**src/rtl/alu_share_arbiter.sv**
```systemverilog
// Round-robin arbiter sharing one ALU among NREQ requesters: registered operands out, captured result back with ack/ID.
// Define ALU_SELFTEST_EN to add an idle-time ALU self-test (TEST_ISSUE/TEST_CHECK states, st_fault/st_fail_cnt).
module alu_share_arbiter #(
    parameter int NREQ            = 4,
    parameter int IDW             = 3,
    parameter int SELFTEST_PERIOD = 64
) (
    input  logic                 clk,
    input  logic                 reset,
    input  logic [NREQ-1:0]      i_req,
    input  logic [NREQ*32-1:0]   i_req_a,
    input  logic [NREQ*32-1:0]   i_req_b,
    input  logic [NREQ*3-1:0]    i_req_cont,
    output logic [NREQ-1:0]      o_ack,
    output logic                 o_rsp_valid,
    output logic [IDW-1:0]       o_rsp_id,
    output logic [31:0]          o_rsp_result,
    output logic                 o_rsp_zero,
    output logic [31:0]          o_alu_a,
    output logic [31:0]          o_alu_b,
    output logic [2:0]           o_alu_cont,
    input  logic [31:0]          i_alu_result,
    input  logic                 i_alu_zero,
    output logic                 o_busy,
    output logic                 o_st_fault,
    output logic [7:0]           o_st_fail_cnt
);

    localparam int             NREQ_M1 = NREQ - 1;
    localparam logic [IDW:0]   L_NREQ  = NREQ[IDW:0];
    localparam logic [IDW-1:0] L_LAST  = NREQ_M1[IDW-1:0];

    if (NREQ < 2 || NREQ > 8 || (2 ** IDW) < NREQ || SELFTEST_PERIOD < 1) begin : g_bad_param
        $error("alu_share_arbiter: illegal parameter combination");
    end

`ifdef ALU_SELFTEST_EN
    typedef enum logic [1:0] {
        S_IDLE       = 2'd0,
        S_EXEC       = 2'd1,
        S_TEST_ISSUE = 2'd2,
        S_TEST_CHECK = 2'd3
    } state_t;
`else
    typedef enum logic [0:0] {
        S_IDLE = 1'b0,
        S_EXEC = 1'b1
    } state_t;
`endif

    state_t          r_state;
    state_t          w_next;
    logic [IDW-1:0]  r_ptr;
    logic [IDW-1:0]  r_win;
    logic [IDW-1:0]  w_win;
    logic [IDW-1:0]  w_off;
    logic [IDW:0]    w_sum;
    logic [NREQ-1:0] w_eligible;
    logic [NREQ-1:0] w_rot;
    logic            w_found;
    logic            w_grant;
    logic            w_exec;
    logic [31:0]     w_sel_a;
    logic [31:0]     w_sel_b;
    logic [2:0]      w_sel_cont;

`ifdef ALU_SELFTEST_EN
    localparam int            CW       = $clog2(SELFTEST_PERIOD + 1);
    localparam logic [CW-1:0] L_PERIOD = CW'(SELFTEST_PERIOD);

    typedef struct packed {
        logic [31:0] a;
        logic [31:0] b;
        logic [2:0]  cont;
        logic [31:0] result;
        logic        zero;
    } st_vec_t;

    logic [CW-1:0] r_idle_cnt;
    logic [2:0]    r_st_idx;
    logic          w_st_issue;
    logic          w_st_check;
    logic          w_st_last;
    logic          w_mismatch;
    st_vec_t       w_vec;

    function automatic st_vec_t st_vector(input logic [2:0] idx);
        st_vec_t v;
        case (idx)
            3'd0:    v = '{32'd5,        32'd3,        3'b010, 32'd8,        1'b0};
            3'd1:    v = '{32'd7,        32'd7,        3'b110, 32'd0,        1'b1};
            3'd2:    v = '{32'hF0F0F0F0, 32'hFF00FF00, 3'b000, 32'hF000F000, 1'b0};
            3'd3:    v = '{32'h0F0F0F0F, 32'hF0F0F0F0, 3'b001, 32'hFFFFFFFF, 1'b0};
            3'd4:    v = '{32'd3,        32'd9,        3'b111, 32'd1,        1'b0};
            default: v = '{32'd0,        32'd0,        3'b000, 32'd0,        1'b1};
        endcase
        return v;
    endfunction

    // Current self-test vector and its pass/fail verdict against the live ALU outputs.
    always_comb begin
        w_vec      = st_vector(r_st_idx);
        w_st_last  = (r_st_idx == 3'd4);
        w_mismatch = (i_alu_result != w_vec.result) || (i_alu_zero != w_vec.zero);
    end
`endif

    // Rotate eligibility so the pointer sits at bit 0; the lowest set bit is the winner's offset.
    always_comb begin
        w_eligible = i_req & ~o_ack;
        w_rot      = NREQ'({w_eligible, w_eligible} >> r_ptr);
        w_found    = |w_rot;
        w_off      = '0;
        for (int k = NREQ - 1; k >= 0; k--) begin
            w_off = w_rot[k] ? IDW'(k) : w_off;
        end
        w_sum = {1'b0, r_ptr} + {1'b0, w_off};
        if (w_sum >= L_NREQ) begin
            w_win = IDW'(w_sum - L_NREQ);
        end else begin
            w_win = w_sum[IDW-1:0];
        end
        w_sel_a    = 32'd0;
        w_sel_b    = 32'd0;
        w_sel_cont = 3'd0;
        for (int i = 0; i < NREQ; i++) begin
            w_sel_a    = (w_win == IDW'(i)) ? i_req_a[32*i +: 32]  : w_sel_a;
            w_sel_b    = (w_win == IDW'(i)) ? i_req_b[32*i +: 32]  : w_sel_b;
            w_sel_cont = (w_win == IDW'(i)) ? i_req_cont[3*i +: 3] : w_sel_cont;
        end
    end

    // Next-state decode and per-state action strobes.
    always_comb begin
        w_next  = r_state;
        w_grant = 1'b0;
        w_exec  = 1'b0;
`ifdef ALU_SELFTEST_EN
        w_st_issue = 1'b0;
        w_st_check = 1'b0;
`endif
        case (r_state)
            S_IDLE: begin
`ifdef ALU_SELFTEST_EN
                if (r_idle_cnt == L_PERIOD) begin
                    w_next = S_TEST_ISSUE;
                end else if (w_found) begin
                    w_next  = S_EXEC;
                    w_grant = 1'b1;
                end else begin
                    w_next = S_IDLE;
                end
`else
                if (w_found) begin
                    w_next  = S_EXEC;
                    w_grant = 1'b1;
                end else begin
                    w_next = S_IDLE;
                end
`endif
            end
            S_EXEC: begin
                w_next = S_IDLE;
                w_exec = 1'b1;
            end
`ifdef ALU_SELFTEST_EN
            S_TEST_ISSUE: begin
                w_next     = S_TEST_CHECK;
                w_st_issue = 1'b1;
            end
            S_TEST_CHECK: begin
                w_st_check = 1'b1;
                w_next     = w_st_last ? S_IDLE : S_TEST_ISSUE;
            end
`endif
            default: begin
                w_next = S_IDLE;
            end
        endcase
    end

    // State register.
    always_ff @(posedge clk or posedge reset) begin
        if (reset) begin
            r_state <= S_IDLE;
        end else begin
            r_state <= w_next;
        end
    end

    // Grant capture, ALU operand drive and response registers.
    always_ff @(posedge clk or posedge reset) begin
        if (reset) begin
            r_ptr        <= '0;
            r_win        <= '0;
            o_alu_a      <= 32'd0;
            o_alu_b      <= 32'd0;
            o_alu_cont   <= 3'd0;
            o_ack        <= '0;
            o_rsp_valid  <= 1'b0;
            o_rsp_id     <= '0;
            o_rsp_result <= 32'd0;
            o_rsp_zero   <= 1'b0;
            o_busy       <= 1'b0;
        end else begin
            o_busy <= (w_next != S_IDLE);
            if (w_grant) begin
                o_alu_a    <= w_sel_a;
                o_alu_b    <= w_sel_b;
                o_alu_cont <= w_sel_cont;
                r_win      <= w_win;
                r_ptr      <= (w_win == L_LAST) ? '0 : w_win + IDW'(1);
            end
`ifdef ALU_SELFTEST_EN
            if (w_st_issue) begin
                o_alu_a    <= w_vec.a;
                o_alu_b    <= w_vec.b;
                o_alu_cont <= w_vec.cont;
            end
`endif
            if (w_exec) begin
                o_rsp_result <= i_alu_result;
                o_rsp_zero   <= i_alu_zero;
                o_ack        <= NREQ'(1) << r_win;
                o_rsp_valid  <= 1'b1;
                o_rsp_id     <= r_win;
            end else begin
                o_ack       <= '0;
                o_rsp_valid <= 1'b0;
            end
        end
    end

`ifdef ALU_SELFTEST_EN
    // Idle-time counter, vector sequencing and sticky fault accounting.
    always_ff @(posedge clk or posedge reset) begin
        if (reset) begin
            r_idle_cnt    <= '0;
            r_st_idx      <= 3'd0;
            o_st_fault    <= 1'b0;
            o_st_fail_cnt <= 8'd0;
        end else begin
            if (w_grant || (w_st_check && w_st_last)) begin
                r_idle_cnt <= '0;
            end else if ((r_state == S_IDLE) && !w_found && (r_idle_cnt != L_PERIOD)) begin
                r_idle_cnt <= r_idle_cnt + CW'(1);
            end
            if (w_st_check) begin
                r_st_idx <= w_st_last ? 3'd0 : r_st_idx + 3'd1;
                if (w_mismatch) begin
                    o_st_fault <= 1'b1;
                    if (o_st_fail_cnt != 8'hFF) begin
                        o_st_fail_cnt <= o_st_fail_cnt + 8'd1;
                    end
                end
            end
        end
    end
`else
    assign o_st_fault    = 1'b0;
    assign o_st_fail_cnt = 8'd0;
`endif

endmodule

```
**config.mk**
```make
export PLATFORM = sky130hd
export DESIGN_NAME = alu_share_arbiter
export DESIGN_NICKNAME = d
export VERILOG_FILES = /design/src/rtl/alu_share_arbiter.sv
export SDC_FILE = /design/constraint.sdc
export NUM_CORES = 1
export LEC_CHECK = 0
export CAP_MARGIN = 20
export CORE_AREA = 2 2 164 166
export DETAILED_ROUTE_END_ITERATION = 12
export DIE_AREA = 0 0 166 168
export PLACE_DENSITY = 0.64
export SLEW_MARGIN = 25
export SYNTH_ARGS = -nofsm -noshare
export SYNTH_HDL_FRONTEND = slang
export SYNTH_SLANG_ARGS = --single-unit
```
**constraint.sdc**
```tcl
create_clock -name clk -period 4.4 [get_ports clk]
set_input_delay 1.1 -clock clk [delete_from_list [all_inputs] [get_ports clk]]
set_output_delay 1.1 -clock clk [all_outputs]
set_load 0.05 [all_outputs]
```
==> flow_metrics.env, run 1 <==
export IMPL_grt_pass1_wl_mm=43.0
export IMPL_endpoint_kind="flip-flop"
export IMPL_first_iter_violations=340
export IMPL_cts_tree="yes"
export IMPL_final_setup_viol_count=0
export IMPL_fin_crit_sh=0.948
export IMPL_synth_edf_count=0
export IMPL_via_per_inst=4.92
export IMPL_chipWidth_um=166
export IMPL_cts_root_buf="clkbuf_16"
export IMPL_nets=1470
export IMPL_vias=7424
export IMPL_route_detailed_drc=0
export IMPL_critical_path_class="input port to flip-flop"
export IMPL_rsz0062_at_grt="false"
export IMPL_cp_common_cell="mux2_2"
export IMPL_overflow=0
export IMPL_period_minus_slack_ns=4.17
export IMPL_fill_cells=2423
export IMPL_avgRoutedWirePerCell_um=18.6
export IMPL_area_delta_synth_final_pct=70.4
export IMPL_drive_gt1_frac=0.164
export IMPL_cp_top_family="adder cells"
export IMPL_clk_path_buf_depth=2
export IMPL_rows=60
export IMPL_cts_clk_slew_worst_paths_ns=0.06
export IMPL_syn_area_um2=7490
export IMPL_numCtsBuffers=17
export IMPL_most_common_layout_cells="415 x clkdlybuf4s50_1, 138 x a21oi_1, 115 x dfrtp_1"
export IMPL_drt_pass1_iterations=4
export IMPL_postRouteAntennaNets=0
export IMPL_crit_slowest_cell="fa_1"
export IMPL_syn_avg_cell_area_um2=9.94
export IMPL_start_kind="input port"
export IMPL_placeableCoreArea_um2=26400
export IMPL_ys_types=34
export IMPL_htreeDepth=4
export IMPL_tightest_slew_ns=0.900
export IMPL_totalWireLength_mm=28.0
export IMPL_outcome="finished, final reports clean"
export IMPL_crit_path_cell_trace="clkdlybuf4s50_1, nand2b_1, mux2_2, o221ai_1, o21ai_0, ha_1, fa_1, inv_1, ha_4, buf_12, nand3b_1, a221o_1, a21oi_1, mux2_2"
export IMPL_grt_antenna_before_repair=0
export IMPL_ys_ff_latch=115
export IMPL_skew_ns=0.0217
export IMPL_drv_cap=0
export IMPL_yosys_warnings=0
export IMPL_ys_seq_area_frac=0.384
export IMPL_hpwl_mm=20.1
export IMPL_gp_congestion=0.853
export IMPL_finalHoldViolations=0
export IMPL_worst_path_max_fanout=86
export IMPL_async_flop_share=1.00
export IMPL_final_common_cell="clkdlybuf4s50_1"
export IMPL_relSlewSlack=0.400
export IMPL_synth_ff_type="dfrtp_1"
export IMPL_ctsHoldBuffers=0
export IMPL_worst_path_largest_cell_delay_ns=0.56
export IMPL_arrival_ns=4.52
export IMPL_cts_resized=0
export IMPL_diodes=0
export IMPL_maxSlewViolCount=0
export IMPL_cp_num_buf_inv=3
export IMPL_utilization=0.485
export IMPL_grt_use_total=0.195
export IMPL_fp_dieH_um=168
export IMPL_post_cts_buffers=0
export IMPL_initial_core_util=0.284
export IMPL_syn_inst=754
export IMPL_cts_sinks=115
export IMPL_hp_class="flip-flop to flip-flop"
export IMPL_clk_latency_ns=0.42
export IMPL_fmax_ghz=0.240
export IMPL_grt_pass1_vias=7525
export IMPL_boundaryPins=425
export IMPL_required_ns=4.75
export IMPL_grt_max_degree=87
export IMPL_die_area_um2=27900
export IMPL_port_buffers=415
[stage by stage]
| stage | area (um2) | hold slack (ns) | std cells | setup slack (ns) | setup TNS (ns) |
|---|---|---|---|---|---|
| floorplan | 7520 | 0.458 | 762 | 0.256 | 0 |
| global placement | 12200 | 0.487 | 1478 | -0.137 | -0.329 |
| detailed placement | 12200 | 0.493 | 1478 | -0.195 | -0.856 |
| CTS | 12800 | 0.508 | 1510 | 0.240 | 0 |
| global route | 12800 | 0.514 | 1510 | 0.0394 | 0 |
| finish | 12800 | 0.505 | 1510 | 0.230 | 0 |
[routing by layer]
layer	vias up	share of wire	track usage
li1	3475	-	-
met1	3594	0.43	0.247
met2	323	0.49	0.332
met3	32	0.064	0.0435
met4	0	0.019	0.0601
met5	-	0	0
[sequential cells by signal, indices dropped and copies added (netlist names)]
name / flops
o_rsp_zero: 1
o_rsp_result: 32
r_ptr: 3
r_win: 3
o_alu_b: 32
o_alu_a: 32
o_ack: 4
o_rsp_id: 3
o_alu_cont: 3
o_rsp_valid: 1
o_busy: 1
[cells by family after synthesis]
kind of cell / after synthesis / synth area share
flip-flops: 115 / 0.384
buffers and inverters: 155 / 0.101
adder cells (fa/ha/maj): 7 / 0.0127
AO/OA/AOI/OAI: 213 / 0.190
other: 1 / 0.000500
multiplexers: 109 / 0.193
AND/OR/NAND/NOR: 154 / 0.119
[final cells by class]
type,count,area (um2),area share
timing repair buffer,457,4670,0.366
multi-input combinational,492,3940,0.309
sequential,115,2880,0.225
tap,341,427,0.0334
clock buffer,17,425,0.0333
inverter,73,277,0.0217
clock inverter,15,151,0.0119
[synth_stat cells, drive strengths merged, types with 4 or more instances]
cell    number  area, um2
nand3b      68        510
clkbuf      38        143
ha           6       75.1
mux2       108       1430
dfrtp      115       2880
nand2b       4       25.0
buf         44        342
a221o       67        671
nand2       69        259
a21oi      138        691
inv         73        274
[path summary, 6_finish.rpt]
check	startpoint	endpoint	slack, ns	cells past startpoint
min in group asynchronous	reset	o_alu_b[8]	1.23	2
min reg2reg	o_alu_a[27]	o_alu_a[27]	0.50	1
max reg2reg	r_ptr[0]	o_alu_a[29]	0.83	12
max	i_req[0]	o_alu_a[29]	0.23	14
min	o_alu_a[27]	o_alu_a[27]	0.50	1
max in group asynchronous	reset	o_alu_b[2]	2.24	3
Power of run 1 is left out: the tool's default activity adds up to more than one toggle a clock period on the data nets, which glitch-free logic cannot reach.
==> inputs of run 2 (changes only) <==
--- a/config.mk
+++ b/config.mk
@@ -9,7 +9,7 @@
 export CORE_AREA = 2 2 164 166
 export DETAILED_ROUTE_END_ITERATION = 12
 export DIE_AREA = 0 0 166 168
-export PLACE_DENSITY = 0.64
+export PLACE_DENSITY = 0.69
 export SLEW_MARGIN = 25
 export SYNTH_ARGS = -nofsm -noshare
 export SYNTH_HDL_FRONTEND = slang
==> flow_metrics.env, run 2 (same netlist as run 1, synthesis figures left out) <==
export IMPL_drive_gt1_frac=0.166
export IMPL_gp_congestion=0.928
export IMPL_maxSlewViolCount=0
export IMPL_diodes=0
export IMPL_initial_core_util=0.284
export IMPL_drt_pass1_iterations=5
export IMPL_final_common_cell="clkdlybuf4s50_1"
export IMPL_cts_resized=0
export IMPL_nets=1472
export IMPL_numCtsBuffers=17
export IMPL_final_setup_viol_count=0
export IMPL_rsz0062_at_grt="false"
export IMPL_postRouteAntennaNets=0
export IMPL_hp_class="flip-flop to flip-flop"
export IMPL_period_minus_slack_ns=4.08
export IMPL_boundaryPins=425
export IMPL_skew_ns=0.0114
export IMPL_placed_cell_area_um2=12200
export IMPL_grt_use_total=0.193
export IMPL_overflow=0
export IMPL_fmax_ghz=0.245
export IMPL_worstReg2RegStart="r_ptr[0]"
export IMPL_vias=7518
export IMPL_most_common_layout_cells="415 x clkdlybuf4s50_1, 138 x a21oi_1, 115 x dfrtp_1"
export IMPL_worst_path_max_fanout=53
export IMPL_hold_start="o_alu_a[28]"
export IMPL_placeableCoreArea_um2=26400
export IMPL_relSlewSlack=0.512
export IMPL_rows=60
export IMPL_worst_path_largest_cell_delay_ns=0.48
export IMPL_pre_cts_ws_ns=-0.0841
export IMPL_crit_slowest_cell="clkdlybuf4s50_1"
export IMPL_tightest_slew_ns=0.733
export IMPL_first_iter_violations=408
export IMPL_totalWireLength_mm=28.0
export IMPL_clk_latency_ns=0.42
export IMPL_post_cts_buffers=0
export IMPL_required_ns=4.75
export IMPL_crit_path_cell_trace="clkdlybuf4s50_1, nand2b_1, mux2_2, o221ai_1, o21ai_0, ha_1, fa_1, inv_1, ha_4, buf_12, a21oi_1, a221o_1, a21oi_1, mux2_4"
export IMPL_route_detailed_drc=0
export IMPL_htreeDepth=4
export IMPL_cts_root_buf="clkbuf_16"
export IMPL_endpoint_kind="flip-flop"
export IMPL_hpwl_mm=20.6
export IMPL_final_setup_worst_slack_ns=0.321
export IMPL_cp_startpoint="i_req[0]"
export IMPL_reg_top3="o_alu_a (32), o_alu_b (32), o_rsp_result (32)"
export IMPL_area_delta_synth_final_pct=70.9
export IMPL_grt_pass1_vias=7665
export IMPL_cp_common_cell="a21oi_1"
export IMPL_outcome="finished, final reports clean"
export IMPL_fin_area_um2=12800
export IMPL_ctsHoldBuffers=0
export IMPL_cts_tree="yes"
export IMPL_arrival_ns=4.43
export IMPL_fin_crit_sh=0.927
export IMPL_die_area_um2=27900
export IMPL_drv_cap=0
export IMPL_critical_path_class="input port to flip-flop"
export IMPL_grt_antenna_before_repair=0
export IMPL_cts_clk_slew_worst_paths_ns=0.06
export IMPL_clk_path_buf_depth=2
export IMPL_start_kind="input port"
export IMPL_chipWidth_um=166
export IMPL_finalHoldViolations=0
export IMPL_cts_sinks=115
export IMPL_via_per_inst=4.97
export IMPL_avgRoutedWirePerCell_um=18.5
export IMPL_port_buffers=415
export IMPL_grt_max_degree=65
export IMPL_fp_dieH_um=168
export IMPL_grt_pass1_wl_mm=42.9
-- run 2: per-layer routing --
layer	part of all wire	GRT usage	routed length, um
met4	0.034	0.0756	943
met5	0	0	0
met1	0.42	0.246	11900
met2	0.48	0.320	13400
met3	0.063	0.0440	1760
-- run 2: final cells by class --
cell class | count | area, um2
fillers | 2484 | 13500
repair buffers | 459 | 4670
multi-input cells | 492 | 3940
flip-flops and latches | 115 | 2880
well taps | 341 | 427
clock buffers | 17 | 425
inverters | 73 | 277
clock inverters | 15 | 188
-- run 2: worst paths after layout --
path	to	slack, ns	cells past startpoint
max	o_alu_a[16]	0.32	14
min	o_alu_a[28]	0.50	1
max reg2reg	o_alu_a[16]	0.93	12
min reg2reg	o_alu_a[28]	0.50	1
max in group asynchronous	o_alu_a[14]	2.38	3
min in group asynchronous	o_alu_b[12]	1.14	2
-- run 2: critical path: cells and delay by family --
kind            cells  cell delay (ns)
compound gates      5             0.88
fa+ha+maj           3             1.01
buf+inv             3             0.86
mux                 2             0.44
simple gates        1             0.08
-- run 2: through the flow --
stage	setup TNS, ns	util	std cells	hold WS [ns]
CTS	0	0.486	1512	0.507
global placement	-0.0405	0.463	1480	0.488
finish	0	0.486	1512	0.505
global route	0	0.486	1512	0.520
detailed placement	-1.57	0.463	1480	0.491
floorplan	0	-	762	0.458
Power of run 2 is left out for the same reason.
